<file path="config.mk">
export PLATFORM = sky130hd
export DESIGN_NAME = inv_sub_bytes_seq
export DESIGN_NICKNAME = d
export VERILOG_FILES = /design/src/rtl/inv_sub_bytes_seq.sv
export SDC_FILE = /design/constraint.sdc
export NUM_CORES = 1
export LEC_CHECK = 0
export BUFFER_PORTS_ARGS = -buffer_cell sky130_fd_sc_hd__buf_2
export CAP_MARGIN = 40
export CORE_MARGIN = 2
export CORE_UTILIZATION = 50
export CTS_BUF_LIST = sky130_fd_sc_hd__clkbuf_16
export CTS_CLUSTER_DIAMETER = 30
export DETAILED_ROUTE_END_ITERATION = 8
export PLACE_DENSITY = 0.89
export SYNTH_ARGS = -nofsm -noshare
export SYNTH_HDL_FRONTEND = slang
export SYNTH_SLANG_ARGS = --single-unit
</file>
<file path="constraint.sdc">
create_clock -name clk -period 3.5 [get_ports clk]
set_input_delay 0.525 -clock clk [delete_from_list [all_inputs] [get_ports clk]]
set_output_delay 0.525 -clock clk [all_outputs]
set_load 0.03 [all_outputs]
</file>
<file path="src/rtl/inv_sub_bytes_seq.sv">
// Sequential AES InvSubBytes over a 128-bit state, LANES bytes per cycle.
// Optional abort input is enabled by defining INVSUB_ABORT_EN.
module inv_sub_bytes_seq #(
    parameter int LANES = 1
) (
    input  logic         clk,
    input  logic         rst,
    input  logic         in_valid,
    output logic         in_ready,
    input  logic [127:0] state_in,
    output logic         out_valid,
    input  logic         out_ready,
    output logic [127:0] state_out,
`ifdef INVSUB_ABORT_EN
    input  logic         abort,
`endif
    output logic         busy
);

    generate
        if (LANES != 1 && LANES != 2 && LANES != 4 && LANES != 8 && LANES != 16) begin : g_bad_lanes
            $error("inv_sub_bytes_seq: LANES must be 1, 2, 4, 8 or 16");
        end
    endgenerate

    localparam logic [3:0] STEP = 4'(LANES % 16);
    localparam logic [3:0] LAST = 4'(16 - LANES);

    typedef enum logic [1:0] {
        IDLE = 2'd0,
        RUN  = 2'd1,
        DONE = 2'd2
    } state_e;

    function automatic logic [7:0] inv_sbox(input logic [7:0] x);
        logic [7:0] y;
        case (x)
            8'h00: y = 8'h52; 8'h01: y = 8'h09; 8'h02: y = 8'h6a; 8'h03: y = 8'hd5; 8'h04: y = 8'h30; 8'h05: y = 8'h36; 8'h06: y = 8'ha5; 8'h07: y = 8'h38;
            8'h08: y = 8'hbf; 8'h09: y = 8'h40; 8'h0a: y = 8'ha3; 8'h0b: y = 8'h9e; 8'h0c: y = 8'h81; 8'h0d: y = 8'hf3; 8'h0e: y = 8'hd7; 8'h0f: y = 8'hfb;
            8'h10: y = 8'h7c; 8'h11: y = 8'he3; 8'h12: y = 8'h39; 8'h13: y = 8'h82; 8'h14: y = 8'h9b; 8'h15: y = 8'h2f; 8'h16: y = 8'hff; 8'h17: y = 8'h87;
            8'h18: y = 8'h34; 8'h19: y = 8'h8e; 8'h1a: y = 8'h43; 8'h1b: y = 8'h44; 8'h1c: y = 8'hc4; 8'h1d: y = 8'hde; 8'h1e: y = 8'he9; 8'h1f: y = 8'hcb;
            8'h20: y = 8'h54; 8'h21: y = 8'h7b; 8'h22: y = 8'h94; 8'h23: y = 8'h32; 8'h24: y = 8'ha6; 8'h25: y = 8'hc2; 8'h26: y = 8'h23; 8'h27: y = 8'h3d;
            8'h28: y = 8'hee; 8'h29: y = 8'h4c; 8'h2a: y = 8'h95; 8'h2b: y = 8'h0b; 8'h2c: y = 8'h42; 8'h2d: y = 8'hfa; 8'h2e: y = 8'hc3; 8'h2f: y = 8'h4e;
            8'h30: y = 8'h08; 8'h31: y = 8'h2e; 8'h32: y = 8'ha1; 8'h33: y = 8'h66; 8'h34: y = 8'h28; 8'h35: y = 8'hd9; 8'h36: y = 8'h24; 8'h37: y = 8'hb2;
            8'h38: y = 8'h76; 8'h39: y = 8'h5b; 8'h3a: y = 8'ha2; 8'h3b: y = 8'h49; 8'h3c: y = 8'h6d; 8'h3d: y = 8'h8b; 8'h3e: y = 8'hd1; 8'h3f: y = 8'h25;
            8'h40: y = 8'h72; 8'h41: y = 8'hf8; 8'h42: y = 8'hf6; 8'h43: y = 8'h64; 8'h44: y = 8'h86; 8'h45: y = 8'h68; 8'h46: y = 8'h98; 8'h47: y = 8'h16;
            8'h48: y = 8'hd4; 8'h49: y = 8'ha4; 8'h4a: y = 8'h5c; 8'h4b: y = 8'hcc; 8'h4c: y = 8'h5d; 8'h4d: y = 8'h65; 8'h4e: y = 8'hb6; 8'h4f: y = 8'h92;
            8'h50: y = 8'h6c; 8'h51: y = 8'h70; 8'h52: y = 8'h48; 8'h53: y = 8'h50; 8'h54: y = 8'hfd; 8'h55: y = 8'hed; 8'h56: y = 8'hb9; 8'h57: y = 8'hda;
            8'h58: y = 8'h5e; 8'h59: y = 8'h15; 8'h5a: y = 8'h46; 8'h5b: y = 8'h57; 8'h5c: y = 8'ha7; 8'h5d: y = 8'h8d; 8'h5e: y = 8'h9d; 8'h5f: y = 8'h84;
            8'h60: y = 8'h90; 8'h61: y = 8'hd8; 8'h62: y = 8'hab; 8'h63: y = 8'h00; 8'h64: y = 8'h8c; 8'h65: y = 8'hbc; 8'h66: y = 8'hd3; 8'h67: y = 8'h0a;
            8'h68: y = 8'hf7; 8'h69: y = 8'he4; 8'h6a: y = 8'h58; 8'h6b: y = 8'h05; 8'h6c: y = 8'hb8; 8'h6d: y = 8'hb3; 8'h6e: y = 8'h45; 8'h6f: y = 8'h06;
            8'h70: y = 8'hd0; 8'h71: y = 8'h2c; 8'h72: y = 8'h1e; 8'h73: y = 8'h8f; 8'h74: y = 8'hca; 8'h75: y = 8'h3f; 8'h76: y = 8'h0f; 8'h77: y = 8'h02;
            8'h78: y = 8'hc1; 8'h79: y = 8'haf; 8'h7a: y = 8'hbd; 8'h7b: y = 8'h03; 8'h7c: y = 8'h01; 8'h7d: y = 8'h13; 8'h7e: y = 8'h8a; 8'h7f: y = 8'h6b;
            8'h80: y = 8'h3a; 8'h81: y = 8'h91; 8'h82: y = 8'h11; 8'h83: y = 8'h41; 8'h84: y = 8'h4f; 8'h85: y = 8'h67; 8'h86: y = 8'hdc; 8'h87: y = 8'hea;
            8'h88: y = 8'h97; 8'h89: y = 8'hf2; 8'h8a: y = 8'hcf; 8'h8b: y = 8'hce; 8'h8c: y = 8'hf0; 8'h8d: y = 8'hb4; 8'h8e: y = 8'he6; 8'h8f: y = 8'h73;
            8'h90: y = 8'h96; 8'h91: y = 8'hac; 8'h92: y = 8'h74; 8'h93: y = 8'h22; 8'h94: y = 8'he7; 8'h95: y = 8'had; 8'h96: y = 8'h35; 8'h97: y = 8'h85;
            8'h98: y = 8'he2; 8'h99: y = 8'hf9; 8'h9a: y = 8'h37; 8'h9b: y = 8'he8; 8'h9c: y = 8'h1c; 8'h9d: y = 8'h75; 8'h9e: y = 8'hdf; 8'h9f: y = 8'h6e;
            8'ha0: y = 8'h47; 8'ha1: y = 8'hf1; 8'ha2: y = 8'h1a; 8'ha3: y = 8'h71; 8'ha4: y = 8'h1d; 8'ha5: y = 8'h29; 8'ha6: y = 8'hc5; 8'ha7: y = 8'h89;
            8'ha8: y = 8'h6f; 8'ha9: y = 8'hb7; 8'haa: y = 8'h62; 8'hab: y = 8'h0e; 8'hac: y = 8'haa; 8'had: y = 8'h18; 8'hae: y = 8'hbe; 8'haf: y = 8'h1b;
            8'hb0: y = 8'hfc; 8'hb1: y = 8'h56; 8'hb2: y = 8'h3e; 8'hb3: y = 8'h4b; 8'hb4: y = 8'hc6; 8'hb5: y = 8'hd2; 8'hb6: y = 8'h79; 8'hb7: y = 8'h20;
            8'hb8: y = 8'h9a; 8'hb9: y = 8'hdb; 8'hba: y = 8'hc0; 8'hbb: y = 8'hfe; 8'hbc: y = 8'h78; 8'hbd: y = 8'hcd; 8'hbe: y = 8'h5a; 8'hbf: y = 8'hf4;
            8'hc0: y = 8'h1f; 8'hc1: y = 8'hdd; 8'hc2: y = 8'ha8; 8'hc3: y = 8'h33; 8'hc4: y = 8'h88; 8'hc5: y = 8'h07; 8'hc6: y = 8'hc7; 8'hc7: y = 8'h31;
            8'hc8: y = 8'hb1; 8'hc9: y = 8'h12; 8'hca: y = 8'h10; 8'hcb: y = 8'h59; 8'hcc: y = 8'h27; 8'hcd: y = 8'h80; 8'hce: y = 8'hec; 8'hcf: y = 8'h5f;
            8'hd0: y = 8'h60; 8'hd1: y = 8'h51; 8'hd2: y = 8'h7f; 8'hd3: y = 8'ha9; 8'hd4: y = 8'h19; 8'hd5: y = 8'hb5; 8'hd6: y = 8'h4a; 8'hd7: y = 8'h0d;
            8'hd8: y = 8'h2d; 8'hd9: y = 8'he5; 8'hda: y = 8'h7a; 8'hdb: y = 8'h9f; 8'hdc: y = 8'h93; 8'hdd: y = 8'hc9; 8'hde: y = 8'h9c; 8'hdf: y = 8'hef;
            8'he0: y = 8'ha0; 8'he1: y = 8'he0; 8'he2: y = 8'h3b; 8'he3: y = 8'h4d; 8'he4: y = 8'hae; 8'he5: y = 8'h2a; 8'he6: y = 8'hf5; 8'he7: y = 8'hb0;
            8'he8: y = 8'hc8; 8'he9: y = 8'heb; 8'hea: y = 8'hbb; 8'heb: y = 8'h3c; 8'hec: y = 8'h83; 8'hed: y = 8'h53; 8'hee: y = 8'h99; 8'hef: y = 8'h61;
            8'hf0: y = 8'h17; 8'hf1: y = 8'h2b; 8'hf2: y = 8'h04; 8'hf3: y = 8'h7e; 8'hf4: y = 8'hba; 8'hf5: y = 8'h77; 8'hf6: y = 8'hd6; 8'hf7: y = 8'h26;
            8'hf8: y = 8'he1; 8'hf9: y = 8'h69; 8'hfa: y = 8'h14; 8'hfb: y = 8'h63; 8'hfc: y = 8'h55; 8'hfd: y = 8'h21; 8'hfe: y = 8'h0c; 8'hff: y = 8'h7d;
            default: y = 8'h00;
        endcase
        return y;
    endfunction

    state_e        state_q;
    logic [3:0]    idx_q;
    logic [127:0]  buf_q;
    logic [127:0]  buf_d;
    logic          in_ready_q;
    logic          out_valid_q;
    logic          busy_q;

    logic [3:0]    lane_idx [LANES];
    logic [7:0]    lane_out [LANES];

    // One shared inverse S-box per lane; idx_q stays LANES-aligned so lanes never wrap mid-group.
    genvar gl;
    generate
        for (gl = 0; gl < LANES; gl++) begin : g_lane
            assign lane_idx[gl] = idx_q + 4'(gl);
            assign lane_out[gl] = inv_sbox(buf_q[{lane_idx[gl], 3'b000} +: 8]);
        end
    endgenerate

    always_comb begin
        buf_d = buf_q;
        for (int l = 0; l < LANES; l++) begin
            buf_d[{lane_idx[l], 3'b000} +: 8] = lane_out[l];
        end
    end

    always_ff @(posedge clk) begin
        if (rst) begin
            state_q     <= IDLE;
            idx_q       <= 4'd0;
            buf_q       <= '0;
            in_ready_q  <= 1'b1;
            out_valid_q <= 1'b0;
            busy_q      <= 1'b0;
        end
`ifdef INVSUB_ABORT_EN
        else if (abort && state_q != IDLE) begin
            state_q     <= IDLE;
            in_ready_q  <= 1'b1;
            out_valid_q <= 1'b0;
            busy_q      <= 1'b0;
        end
`endif
        else begin
            case (state_q)
                IDLE: begin
                    if (in_valid) begin
                        state_q    <= RUN;
                        buf_q      <= state_in;
                        idx_q      <= 4'd0;
                        in_ready_q <= 1'b0;
                        busy_q     <= 1'b1;
                    end
                end
                RUN: begin
                    buf_q <= buf_d;
                    idx_q <= idx_q + STEP;
                    if (idx_q == LAST) begin
                        state_q     <= DONE;
                        busy_q      <= 1'b0;
                        out_valid_q <= 1'b1;
                    end
                end
                DONE: begin
                    if (out_ready) begin
                        state_q     <= IDLE;
                        out_valid_q <= 1'b0;
                        in_ready_q  <= 1'b1;
                    end
                end
                default: begin
                    state_q     <= IDLE;
                    in_ready_q  <= 1'b1;
                    out_valid_q <= 1'b0;
                    busy_q      <= 1'b0;
                end
            endcase
        end
    end

    assign in_ready  = in_ready_q;
    assign out_valid = out_valid_q;
    assign busy      = busy_q;
    assign state_out = buf_q;

endmodule

</file>
==> results summary, run 1 <==
The flow did not finish. It got as far as global routing (5_1_grt) and failed there. The tool reported: "[ERROR GRT-0116] Global routing finished with congestion. Check the congestion regions in the DRC Viewer". Averaged over all synthesized cells, the footprint is 7.97 sq um.

The share of synthesized flip-flops with an asynchronous set or reset is 0%. During placement, the flow inserted port buffers numbering 262. The tree is rooted in a clkbuf_16. Counting flops and latches in the post-synthesis netlist gives 137. Once detailed placement completed, the half-perimeter wirelength came to 46.5 mm. The sequential fraction of the synthesis area is 25.3%. The remaining global-route overflow came out at 80. The top-level port count came out at 263. The number of global-route vias before repair came out at 19.3k. OpenSTA, run right after detailed placement, puts the worst setup slack at -738 ps. In this run, placement finished with an instance count of 2113. The number of cell rows is 53. The initial standard-cell utilization of the core is 51.3%. The area of the mapped netlist came out at 10900 sq um. In this run, CTS created clock tree buffers numbering 17. Entering global routing, the biggest net connects 110 pins.

The Yosys step of the flow raised 0 warnings. The global-route wire length before repair came out at 131 mm. The vertical die dimension is 151 microns.

The count of mapped cells out of synthesis is 1362. The most common flop cell mapped by yosys is dfxtp_1. The congestion estimate from routability-driven global placement came to 1.21. The width of the chip came out at 151 microns.

The post-synthesis net count came out at 1517. The clock tree buffer depth is 2. The synthesized design contains 0 enable-type register cells.

The distinct cell type count of the synthesized netlist came out at 100. In this run, post-CTS hold repair placed 0 buffers. The total global-route track usage is 77.2%. The H-tree level count came out at 4.

The clock net sink count is 137.
-- metrics by stage --
stage	setup TNS, ps	cell area, sq um
4_1_cts	-5100	16900
3_5_place_dp	-46950	14700
3_3_place_gp	-45080	14700
2_1_floorplan	-552	10900
-- Yosys cell counts, drive strengths merged, types with 21 or more instances --
master / count / area, sq um
nand3: 43 / 233
dfxtp: 137 / 2740
nor3: 35 / 206
o21ai: 60 / 334
nand2: 106 / 415
and3: 77 / 482
buf: 73 / 577
a21oi: 213 / 1090
a2111oi: 57 / 662
o22ai: 73 / 457
a31oi: 21 / 131
nor2: 130 / 500
ha: 23 / 288
mux4: 24 / 548
clkbuf: 66 / 248
-- metal layers --
metal | GRT overflow | GRT usage, %
met5 | 0 | 31.6
met4 | 40 | 78.6
met3 | 0 | 63.5
met2 | 40 | 91.0
met1 | 0 | 77.4
-- kinds of logic after synthesis --
kind of cell | synth area share, %
AOI/OAI and AO/OA | 36.0
xor gates and xnor gates | 0.323
adders and majority gates | 2.65
buffers and inverters | 8.20
DFF | 25.3
muxes | 8.12
and+or+nand+nor | 19.5
-- what timing repair did --
item,4_1_cts
endpoints found under the setup margin,128
gates cloned,6
gates resized for setup,238
pin swaps,50
buffers inserted,40
==> inputs of run 2 (changes only) <==
--- a/config.mk
+++ b/config.mk
@@ -8,11 +8,9 @@
 export BUFFER_PORTS_ARGS = -buffer_cell sky130_fd_sc_hd__buf_2
 export CAP_MARGIN = 40
 export CORE_MARGIN = 2
-export CORE_UTILIZATION = 50
-export CTS_BUF_LIST = sky130_fd_sc_hd__clkbuf_16
-export CTS_CLUSTER_DIAMETER = 30
+export CORE_UTILIZATION = 37
 export DETAILED_ROUTE_END_ITERATION = 8
-export PLACE_DENSITY = 0.89
+export PLACE_DENSITY_LB_ADDON = 0.15
 export SYNTH_ARGS = -nofsm -noshare
 export SYNTH_HDL_FRONTEND = slang
 export SYNTH_SLANG_ARGS = --single-unit
==> constraint.sdc (replaced) <==
create_clock -name clk -period 4.55 [get_ports clk]
set_input_delay 0.6825 -clock clk [delete_from_list [all_inputs] [get_ports clk]]
set_output_delay 0.6825 -clock clk [all_outputs]
set_load 0.03 [all_outputs]
==> results summary, run 2 <==
The flow ran to the end, and the final reports show no timing, DRC or antenna violations. For the pin with the worst max-slew slack, the measured transition is 910 ps. The residual antenna-violating net count after detailed routing came out at 0. The number of nets in the layout came out at 1795. The number of warning messages in the yosys log came out at 0. The via count normalized by instance count came out at 6.60.

The tree is rooted in a clkbuf_16. The initial utilization of the core area, before any placement, comes to 37.7%. The worst hold path endpoint is state_out[81]. The critical-path maximum fanout is 11. The number of cell rows is 62. The worst register-to-register path ends at state_out[80]. Across the run, the number of max-cap violations was 0. The detailed router's first-iteration violation count is 1696. The layout cell share with drive strength beyond 1 is 32.3%.

The distinct cell type count of the synthesized netlist is 100. The H-tree level count came out at 4. The area of the die is 30700 sq um. The count of flip-flops with a built-in enable after synthesis came out at 0.

The clock tree buffer depth is 2. In this run, post-CTS hold repair placed 0 buffers. After clock tree synthesis, the setup repair step added 0 buffers.

The final number of setup-violating endpoints is 0. The final total negative setup slack came out at 0 ps. The area of the mapped netlist is 10900 sq um. After detailed routing, the number of remaining DRC violations is 0.

The number of endpoints with negative hold slack in the final report came out at 0. For this design, the sink count on the clock tree is 137. The min-delay analysis places its worst path in the category flop to flop. The mean instance size in the synthesized netlist is 7.97 sq um. In the layout the commonest cells are buf_2, a21oi_1, dfxtp_1, nor2_1, buf_4. The global-route wire length before repair is 86.8 mm. The pin count of the biggest net entering global routing is 103. Yosys instantiated no cell more often than a21oi_1. Among all flip-flop cells after synthesis, the most frequent one is dfxtp_1. The number of flip-flops under the largest register name is 128. The share of synthesized flip-flops with an asynchronous set or reset is 0%. The final count of pins violating max slew is 0. Setup repair after global routing could not meet its margin everywhere. On the final layout, the worst clock skew is 17.8 ps. The width of the chip came out at 175 microns.

The category of the worst setup path launch point is a flop. The wire length per cell came out at 29.4 microns. Headroom to the max-slew limit came out at 39.0%. The critical path class is flop to flop. The final HPWL from detailed placement came out at 44.6 mm. The critical path launch point is idx_q[2].

The vias after detailed routing came out at 13.4k. The count of cells along the worst hold path is 2. The count of mapped cells out of synthesis is 1362. The cell taking the most area after synthesis is dfxtp_1. Counting flops and latches in the post-synthesis netlist gives 137. The top-level port count came out at 263.

The portion of the clock cycle consumed by the worst path in the final layout came out at 96.9%. In this run, placement finished with an instance count of 2005. Relative to the synthesized area, the layout overhead comes to 25.4%. The final weighted congestion in routability-driven placement came out at 0.972. The number of iterations in the first detailed-routing pass is 8.

The initial antenna violation count is 0. The latest clock arrival within the worst-skew pair is 430 ps. The reg-to-reg setup timing slack came out at 140 ps.

Leaving out fill and tap cells, the most frequent cell in the layout is buf_2. The post-synthesis net count is 1517. The clock transition at the register clock pins on the worst setup and hold paths after CTS is 70 ps. The count of antenna diodes in the layout is 0. TritonCTS built the clock tree. Across the VDD grid, the largest voltage drop is 0.000254 V. The core footprint came out at 28800 sq um.

The vertical die dimension came out at 175 microns. The number of standard cells in the layout, taps in and fillers out came out at 2037. The total global-route track usage came out at 37.7%. The number of gates resized after CTS was 1.

The count of cells along the worst register-to-register path came out at 14. The number of global-route vias before repair came out at 13.0k. Yosys attributes the largest share of cell area to dfxtp_1, a21oi_1, mux4_2, and3_1, nor2_1. Derived from the worst setup path, the maximum achievable clock frequency is 227 MHz.

The required time of the worst setup path came out at 4870 ps. The commonest cells after synthesis are a21oi_1, dfxtp_1, nor2_1, nand2_1, and3_1. The routed design has 59.9 mm of wire. The worst setup path is captured at a flop. During placement, the flow inserted port buffers numbering 262. The static leakage power came out at 5.76 nW.

The share of Yosys cell area claimed by the top area cell type came out at 25.3%. The sequential fraction of the synthesis area came out at 25.3%. In this run the most critical hold path is launched from state_out[81]. The total clock buffers created by CTS came out at 17. The power density over the cells came out at 418 nW/um^2. The final critical-path required period came out at 4410 ps. The data arrival time of the worst path came out at 4730 ps. The remaining global-route overflow came out at 0.

The startpoint identified for the worst register-to-register timing path is idx_q[2].
## run 2: cell counts after synthesis
Identical to the previous run, type by type.
## run 2: kinds of logic after synthesis
logic type                 share of synthesized area [%]
AOI/OAI and AO/OA                                   36.0
and+or+nand+nor                                     19.5
buffers and inverters                               8.20
DFF                                                 25.3
muxes                                               8.12
adders and majority gates                           2.65
xor gates and xnor gates                           0.323
## run 2: final cells by class
class                           instances  area (sq um)
Clock buffer                           18           429
Clock inverter                         14           126
Fill cell                            2904         15200
Inverter                               16          65.1
Multi-Input combinational cell       1070          7260
Sequential cell                       137          2750
Tap cell                              384           480
Timing Repair Buffer                  398          2500
## run 2: how the worst max path moves through the flow
stage / to / slack (ps) / depth (start not counted)
finish: state_out[80] / 140 / 14
global route: state_out[80] / -6 / 14
CTS: state_out[80] / 100 / 13
detailed placement: state_out[80] / -20 / 14
global placement: state_out[80] / 20 / 14
floorplan: state_out[64] / 820 / 17
## run 2: power by group
| group | switching, mW | internal, mW |
|---|---|---|
| logic | 1.96 | 0.962 |
| clock network | 0.636 | 0.721 |
| registers | 0.113 | 1.29 |
## run 2: critical path, stage by stage (launching register included)
cell       delay (ps)
dfxtp_1           460
mux4_1            690
nand3_1           120
and4_2            380
ha_2              290
buf_4             240
nand2_1            70
nand2_1           150
o21ai_0           120
a221oi_1          320
a2111oi_0         160
buf_4             170
or4_1             500
buf_4             230
a2111oi_2         370
## run 2: layer usage
| metal | GRT usage [%] | up-vias | part of all wire (%) |
|---|---|---|---|
| met5 | 0 | - | 0 |
| met4 | 22.4 | 0 | 6.6 |
| met3 | 5.37 | 223 | 8.4 |
| met2 | 63.5 | 971 | 48 |
| met1 | 45.7 | 6411 | 37 |
| li1 | - | 5839 | - |
## run 2: stage by stage
stage	cell area (sq um)	power, mW	utilization (%)	hold WS [ps]	setup WS, ps
after floorplan	10900	3.05	-	595	822
after global routing	13600	5.84	47.3	575	-5.80
after global placement	13000	4.28	45.2	522	17.3
after detailed placement	13000	4.24	45.3	532	-21.7
after CTS	13600	5.57	47.2	540	98.2
final	13600	5.68	47.3	540	143
No activity file was read; power rests on OpenSTA's default activity.
